`src/rtl/eq_band_scaler.sv`:
```
// Per-band gain stage ahead of the EQ output selector: one shared multiplier
// walks L0,R0..L(N-1),R(N-1) each sample frame and writes saturated 48-bit products.

module eq_band_lane #(
  parameter logic [15:0] UNITY = 16'h4000
) (
  input  logic        clk,
  input  logic        reset_n,
  input  logic        gain_wr,
  input  logic [15:0] gain_in,
  input  logic        capture,
  input  logic [23:0] l_din,
  input  logic [23:0] r_din,
  input  logic        l_wr,
  input  logic        r_wr,
  input  logic [47:0] word,
  output logic [23:0] l_smp,
  output logic [23:0] r_smp,
  output logic [15:0] act_gain,
  output logic [47:0] l_dout,
  output logic [47:0] r_dout
);
  logic [15:0] gain;

  // act_gain snapshots the register value before any same-cycle write lands
  always_ff @(posedge clk or negedge reset_n) begin
    if (!reset_n) begin
      gain     <= UNITY;
      act_gain <= UNITY;
      l_smp    <= '0;
      r_smp    <= '0;
      l_dout   <= '0;
      r_dout   <= '0;
    end else begin
      if (gain_wr) gain <= gain_in;
      if (capture) begin
        l_smp    <= l_din;
        r_smp    <= r_din;
        act_gain <= gain;
      end
      if (l_wr) l_dout <= word;
      if (r_wr) r_dout <= word;
    end
  end
endmodule

module eq_band_scaler #(
  parameter int          num_of_filters = 4,
  parameter logic [15:0] unity_gain     = 16'h4000
) (
  input  logic                                clk,
  input  logic                                reset_n,
  input  logic                                eq_wr,
  input  logic [num_of_filters-1:0]           eq_wr_sel,
  input  logic [15:0]                         eq_gain,
  input  logic                                sample_valid,
  input  logic [num_of_filters-1:0][23:0]     l_band_din,
  input  logic [num_of_filters-1:0][23:0]     r_band_din,
  input  logic                                overrun_clr,
  output logic [num_of_filters-1:0][47:0]     l_audio_dout,
  output logic [num_of_filters-1:0][47:0]     r_audio_dout,
  output logic                                dout_valid,
  output logic                                busy,
  output logic                                overrun
);
  localparam int NW = 2 * num_of_filters;
  localparam int IW = (NW > 1) ? $clog2(NW) : 1;
  localparam logic [IW-1:0] LAST = IW'(NW - 1);
  localparam logic signed [26:0] QMAX = 27'sd8388607;
  localparam logic signed [26:0] QMIN = -27'sd8388608;

  typedef enum logic [1:0] {IDLE, MUL, FLUSH} state_t;

  state_t                           state, state_nxt;
  logic [IW-1:0]                    idx;
  logic                             accept, ov_evt;
  logic [num_of_filters-1:0][23:0]  l_smp, r_smp;
  logic [num_of_filters-1:0][15:0]  act_gain;
  logic [num_of_filters-1:0]        l_wr, r_wr;
  logic signed [23:0]               op_smp;
  logic [15:0]                      op_gain;
  logic signed [40:0]               full_c, prod;
  logic [IW-1:0]                    prod_idx;
  logic                             prod_vld;
  logic signed [26:0]               q;
  logic [47:0]                      word;

  // A frame is refused in the dout_valid cycle as well as while busy
  assign busy   = (state != IDLE);
  assign accept = sample_valid && (state == IDLE) && !dout_valid;
  assign ov_evt = sample_valid && (busy || dout_valid);

  always_ff @(posedge clk or negedge reset_n) begin
    if (!reset_n) state <= IDLE;
    else          state <= state_nxt;
  end

  always_comb begin
    state_nxt = state;
    case (state)
      IDLE:    if (accept) state_nxt = MUL;
      MUL:     if (idx == LAST) state_nxt = FLUSH;
      FLUSH:   state_nxt = IDLE;
      default: state_nxt = IDLE;
    endcase
  end

  always_ff @(posedge clk or negedge reset_n) begin
    if (!reset_n)                          idx <= '0;
    else if (state == MUL && idx != LAST)  idx <= idx + 1'b1;
    else                                   idx <= '0;
  end

  // Even index = left, odd index = right of band idx/2
  always_comb begin
    op_smp  = '0;
    op_gain = '0;
    for (int k = 0; k < num_of_filters; k++) begin
      if (idx == IW'(2 * k)) begin
        op_smp  = l_smp[k];
        op_gain = act_gain[k];
      end
      if (idx == IW'(2 * k + 1)) begin
        op_smp  = r_smp[k];
        op_gain = act_gain[k];
      end
    end
  end

  assign full_c = op_smp * $signed({1'b0, op_gain});

  always_ff @(posedge clk or negedge reset_n) begin
    if (!reset_n) begin
      prod     <= '0;
      prod_idx <= '0;
      prod_vld <= 1'b0;
    end else begin
      prod     <= full_c;
      prod_idx <= idx;
      prod_vld <= (state == MUL);
    end
  end

  // q is the product rescaled by 2^-14; fraction bits kept only when in range
  assign q = prod[40:14];

  always_comb begin
    if (q > QMAX)      word = {24'h7FFFFF, 24'h0};
    else if (q < QMIN) word = {24'h800000, 24'h0};
    else               word = {q[23:0], prod[13:0], 10'b0};
  end

  always_comb begin
    for (int k = 0; k < num_of_filters; k++) begin
      l_wr[k] = prod_vld && (prod_idx == IW'(2 * k));
      r_wr[k] = prod_vld && (prod_idx == IW'(2 * k + 1));
    end
  end

  always_ff @(posedge clk or negedge reset_n) begin
    if (!reset_n) begin
      dout_valid <= 1'b0;
      overrun    <= 1'b0;
    end else begin
      dout_valid <= (state == FLUSH);
      if (ov_evt)           overrun <= 1'b1;
      else if (overrun_clr) overrun <= 1'b0;
    end
  end

  for (genvar k = 0; k < num_of_filters; k++) begin : g_lane
    eq_band_lane #(.UNITY(unity_gain)) u_lane (
      .clk      (clk),
      .reset_n  (reset_n),
      .gain_wr  (eq_wr && eq_wr_sel[k]),
      .gain_in  (eq_gain),
      .capture  (accept),
      .l_din    (l_band_din[k]),
      .r_din    (r_band_din[k]),
      .l_wr     (l_wr[k]),
      .r_wr     (r_wr[k]),
      .word     (word),
      .l_smp    (l_smp[k]),
      .r_smp    (r_smp[k]),
      .act_gain (act_gain[k]),
      .l_dout   (l_audio_dout[k]),
      .r_dout   (r_audio_dout[k])
    );
  end
endmodule

```
`config.mk`:
```
export PLATFORM = sky130hd
export DESIGN_NAME = eq_band_scaler
export DESIGN_NICKNAME = d
export VERILOG_FILES = /design/src/rtl/eq_band_scaler.sv
export SDC_FILE = /design/constraint.sdc
export NUM_CORES = 2
export LEC_CHECK = 0
export BUFFER_PORTS_ARGS = -buffer_cell sky130_fd_sc_hd__buf_4
export CORE_MARGIN = 10
export CORE_UTILIZATION = 35
export DETAILED_ROUTE_END_ITERATION = 12
export MAX_ROUTING_LAYER = met4
export PLACE_DENSITY = 0.5
export SKIP_LAST_GASP = 1
export SLEW_MARGIN = 30
export SYNTH_ARGS = -nofsm -noshare
export SYNTH_HDL_FRONTEND = slang
export SYNTH_HIERARCHICAL = 1
export SYNTH_SLANG_ARGS = --single-unit
```
`constraint.sdc`:
```
create_clock -name clk -period 16.9 [get_ports clk]
set_input_delay 1.69 -clock clk [delete_from_list [all_inputs] [get_ports clk]]
set_output_delay 1.69 -clock clk [all_outputs]
set_load 0.02 [all_outputs]
```
==> summary.txt <==
Flow run
  • Max-cap violation count: 0

Timing
  • Number of endpoints failing setup at the final stage: 0
  • Worst clock skew: 26.9 ps
  • Actual slew at the worst max-slew pin: 994 ps
  • Tmin final: 9500 ps
  • Worst path setup slack after routing: 7400 ps
  • Number of hold-slack violations in the final timing report: 0
  • Max Clk Rate: 0.105 GHz
  • Unrepaired setup endpoints after global routing: no
  • Setup TNS: 0 ps
  • Max-slew violation total from the final report: 0
  • Headroom to the max-slew limit: 33.7%
  • Period utilization: 56.2%

Setup path
  • Cell depth of the worst flop-to-flop path: 27
  • Critical Path AT: 10090 ps
  • Crit Path Category: reg2reg
  • Critical Path Source Type: flop
  • Endpoint of the worst register-to-register path: prod[40]$_DFF_PN0_
  • Largest fanout on the critical path: 49
  • Register-to-register setup slack: 7400 ps
  • FF-to-FF Start: idx[2]$_DFF_PN0_
  • Data required time of the critical path: 17490 ps
  • Worst Setup End Kind: flop

Clock tree
  • Setup repair bufs after CTS: 0
  • TritonCTS buffer count: 87
  • Clock tree from TritonCTS: yes
  • Clock tree root driver cell: clkbuf_16
  • Clk pin slew, worst setup/hold paths: 60 ps
  • Buffer depth of the longest clock path: 3
  • Skew-Pair Late Insertion Delay: 690 ps
  • Count of H-tree levels built during CTS: 3
  • Number of hold buffers added after cts: 0
  • # resized after CTS: 0
  • Clock Sinks: 756

Detailed routing
  • Average via count per standard cell: 4.78
  • Antenna Violating Nets Remaining: 0
  • Total vias in the final route: 28400
  • WL/cell: 21.7 um
  • DRC errors left: 0
  • Violation count after the first detailed-route iteration: 1427
  • Total Wirelength: 129000 um
  • First-pass iteration count of the detailed router: 5

Yosys
  • Synth unique cells: 64
  • Netlist Area Pre-Place: 44800 sq um
  • Number of synthesized flops with an enable pin: 0
  • Part of the Yosys area used for sequential elements: 42.2%
  • Cell count after synthesis: 3552
  • Fraction of registers with async set or reset after synthesis: 100%
  • Dominant cell type by area after synthesis: dfrtp_1
  • #FFs+latches synth: 756
  • Proportion of netlist area held by the largest area contributor: 41.8%
  • Synth Area per Inst: 12.6 sq um
  • Number of synthesis warnings: 6
  • Dominant cells by area after synthesis: dfrtp_1 42%, fa_1 17%, mux2_2 14%
  • Dominant synthesized flop cell: dfrtp_1

Die
  • Starting Density: 35.2%
  • Overall die width: 378 um
  • Cell Rows: 131
  • Placeable core region: 127000 sq um
  • Floorplan die height: 378 um
  • DIE AREA: 143000 sq um
  • Number of top-level pins: 604

Worst hold path
  • Hold path depth: 1
  • Path class of the lowest-slack min-delay path: reg2reg
  • Startpoint of the lowest-slack hold path: state[0]$_DFFE_PN0P_
  • Endpoint of the worst hold path: dout_valid$_DFF_PN0_

Placed design
  • Worst setup timing slack at the placement stage: 7460 ps
  • GP Congestion: 0.828
  • Number of buffers added on ports: 603
  • Detailed placement HPWL: 96100 um

Layout
  • Area growth from synthesis to layout: 21.0%
  • Layout cell share with drive strength beyond 1: 36.9%
  • Nets: 4895
  • Finished Core Util: 42.6%

Global route
  • Maximum number of pins on one net before global-route repair: 173
  • Global route overflow: 0
  • Vias in the first global route: 30300
  • Wire length of the first global-routing pass: 198000 um
  • Global router's overall resource usage: 18.5%
  • Number of antenna violations at the first check in global routing: 20

Run status
  • Run status: finished clean
layout make-up:
| class | count | area, sq um |
|---|---|---|
| clock buffer | 140 | 2740 |
| fill | 12100 | 73100 |
| sequential | 756 | 18900 |
| multi-input combinational | 2246 | 23400 |
| clock inverter | 21 | 282 |
| tap | 1662 | 2080 |
| inverter | 447 | 1690 |
| timing repair buffer | 656 | 5070 |
| antenna | 23 | 57.6 |
placed cells by master, fill, tap and decap left out, types with 7 or more instances in the layout:
| cell | instances |
|---|---|
| a211oi_1 | 27 |
| a21o_1 | 12 |
| a21oi_1 | 53 |
| a221o_1 | 10 |
| a221oi_1 | 10 |
| a22oi_1 | 47 |
| and2_1 | 75 |
| buf_4 | 644 |
| clkbuf_1 | 19 |
| clkbuf_16 | 89 |
| clkbuf_8 | 32 |
| clkinv_2 | 7 |
| conb_1 | 80 |
| dfrtp_1 | 748 |
| dfstp_2 | 8 |
| diode_2 | 23 |
| fa_1 | 377 |
| ha_1 | 105 |
| inv_1 | 445 |
| mux2_2 | 544 |
| mux2_4 | 160 |
| nand2_1 | 285 |
| nand2b_1 | 23 |
| nor2_1 | 106 |
| nor2_4 | 7 |
| nor2b_1 | 57 |
| nor3_1 | 11 |
| o21a_1 | 39 |
| o21ai_0 | 44 |
| o21ai_1 | 13 |
| o21ai_2 | 21 |
| o221ai_1 | 23 |
| xnor2_1 | 31 |
| xor2_1 | 10 |
metrics by stage:
step | hold WS [ps] | instance area, sq um | cells
after floorplan | 401 | 45100 | 3631
after global placement | 430 | 51000 | 5763
after detailed placement | 438 | 51000 | 5763
after CTS | 440 | 54100 | 5924
after global routing | 484 | 54200 | 5948
final | 440 | 54200 | 5951
flip-flops by register name, summed over array words and instances, names as in the netlist, 2 cells and up:
name,cells
prod_idx,3
state,2
g_lane.u_lane/gain,64
prod,41
g_lane.u_lane/r_smp,96
idx,3
g_lane.u_lane/r_dout,192
g_lane.u_lane/l_smp,96
g_lane.u_lane/act_gain,64
g_lane.u_lane/l_dout,192
cells by family after synthesis:
logic type | synth area share [%]
buffers and inverters | 6.60
flip-flops | 42.2
XOR/XNOR | 0.801
multiplexers | 19.0
AO/OA/AOI/OAI | 5.43
AND/OR/NAND/NOR | 6.10
adder cells (fa/ha/maj) | 19.8
other | 0.00836
cell usage after synthesis (38+ instances only):
library cell and count:
nand2_1 287, o21ai_0 44, dfrtp_1 748, buf_6 56
a22oi_1 47, o21a_1 39, fa_1 377, and2_1 79
clkbuf_1 38, nor2_1 114, a21oi_1 55, nor2b_1 58
inv_1 446, buf_2 53, mux2_2 544, ha_1 107
mux2_4 160
routing by layer:
layer	vias to the layer above	track usage [%]	share of wire, %
met4	0	3.97	1.8
met3	137	4.68	7.0
met1	14600	24.8	46
li1	12900	-	-
met2	783	28.4	45
met5	-	-	0
worst max-delay path, cell delays in order, from the launching register on:
cell	delay [ps]
dfrtp_1	550
inv_2	330
ha_2	280
buf_4	270
nand2b_1	210
buf_4	240
nor3_4	680
a221oi_1	190
nor3_1	300
a21o_1	680
nand2_1	150
fa_1	530
inv_1	80
fa_1	890
fa_1	540
fa_1	500
fa_1	490
inv_1	50
fa_1	470
inv_1	40
ha_1	240
o41ai_1	500
nor2_1	100
a211oi_1	280
nand2b_1	180
o2111ai_2	120
a2111o_1	390
o211ai_1	90
worst max-delay path by stage:
stage / endpoint / slack, ps / cells past startpoint / from
2_1_floorplan: prod[39]$_DFF_PN0_ / 9240 / 32 / idx[2]$_DFF_PN0_
3_3_place_gp: prod[39]$_DFF_PN0_ / 7350 / 29 / idx[2]$_DFF_PN0_
3_5_place_dp: prod[40]$_DFF_PN0_ / 7460 / 27 / idx[2]$_DFF_PN0_
4_1_cts: prod[40]$_DFF_PN0_ / 7400 / 27 / idx[2]$_DFF_PN0_
5_1_grt: prod[40]$_DFF_PN0_ / 6810 / 27 / idx[2]$_DFF_PN0_
6_report: prod[40]$_DFF_PN0_ / 7400 / 27 / idx[2]$_DFF_PN0_
Power is not shown: default switching activity piles up to over one toggle a cycle in this logic, so the estimate is an artifact.
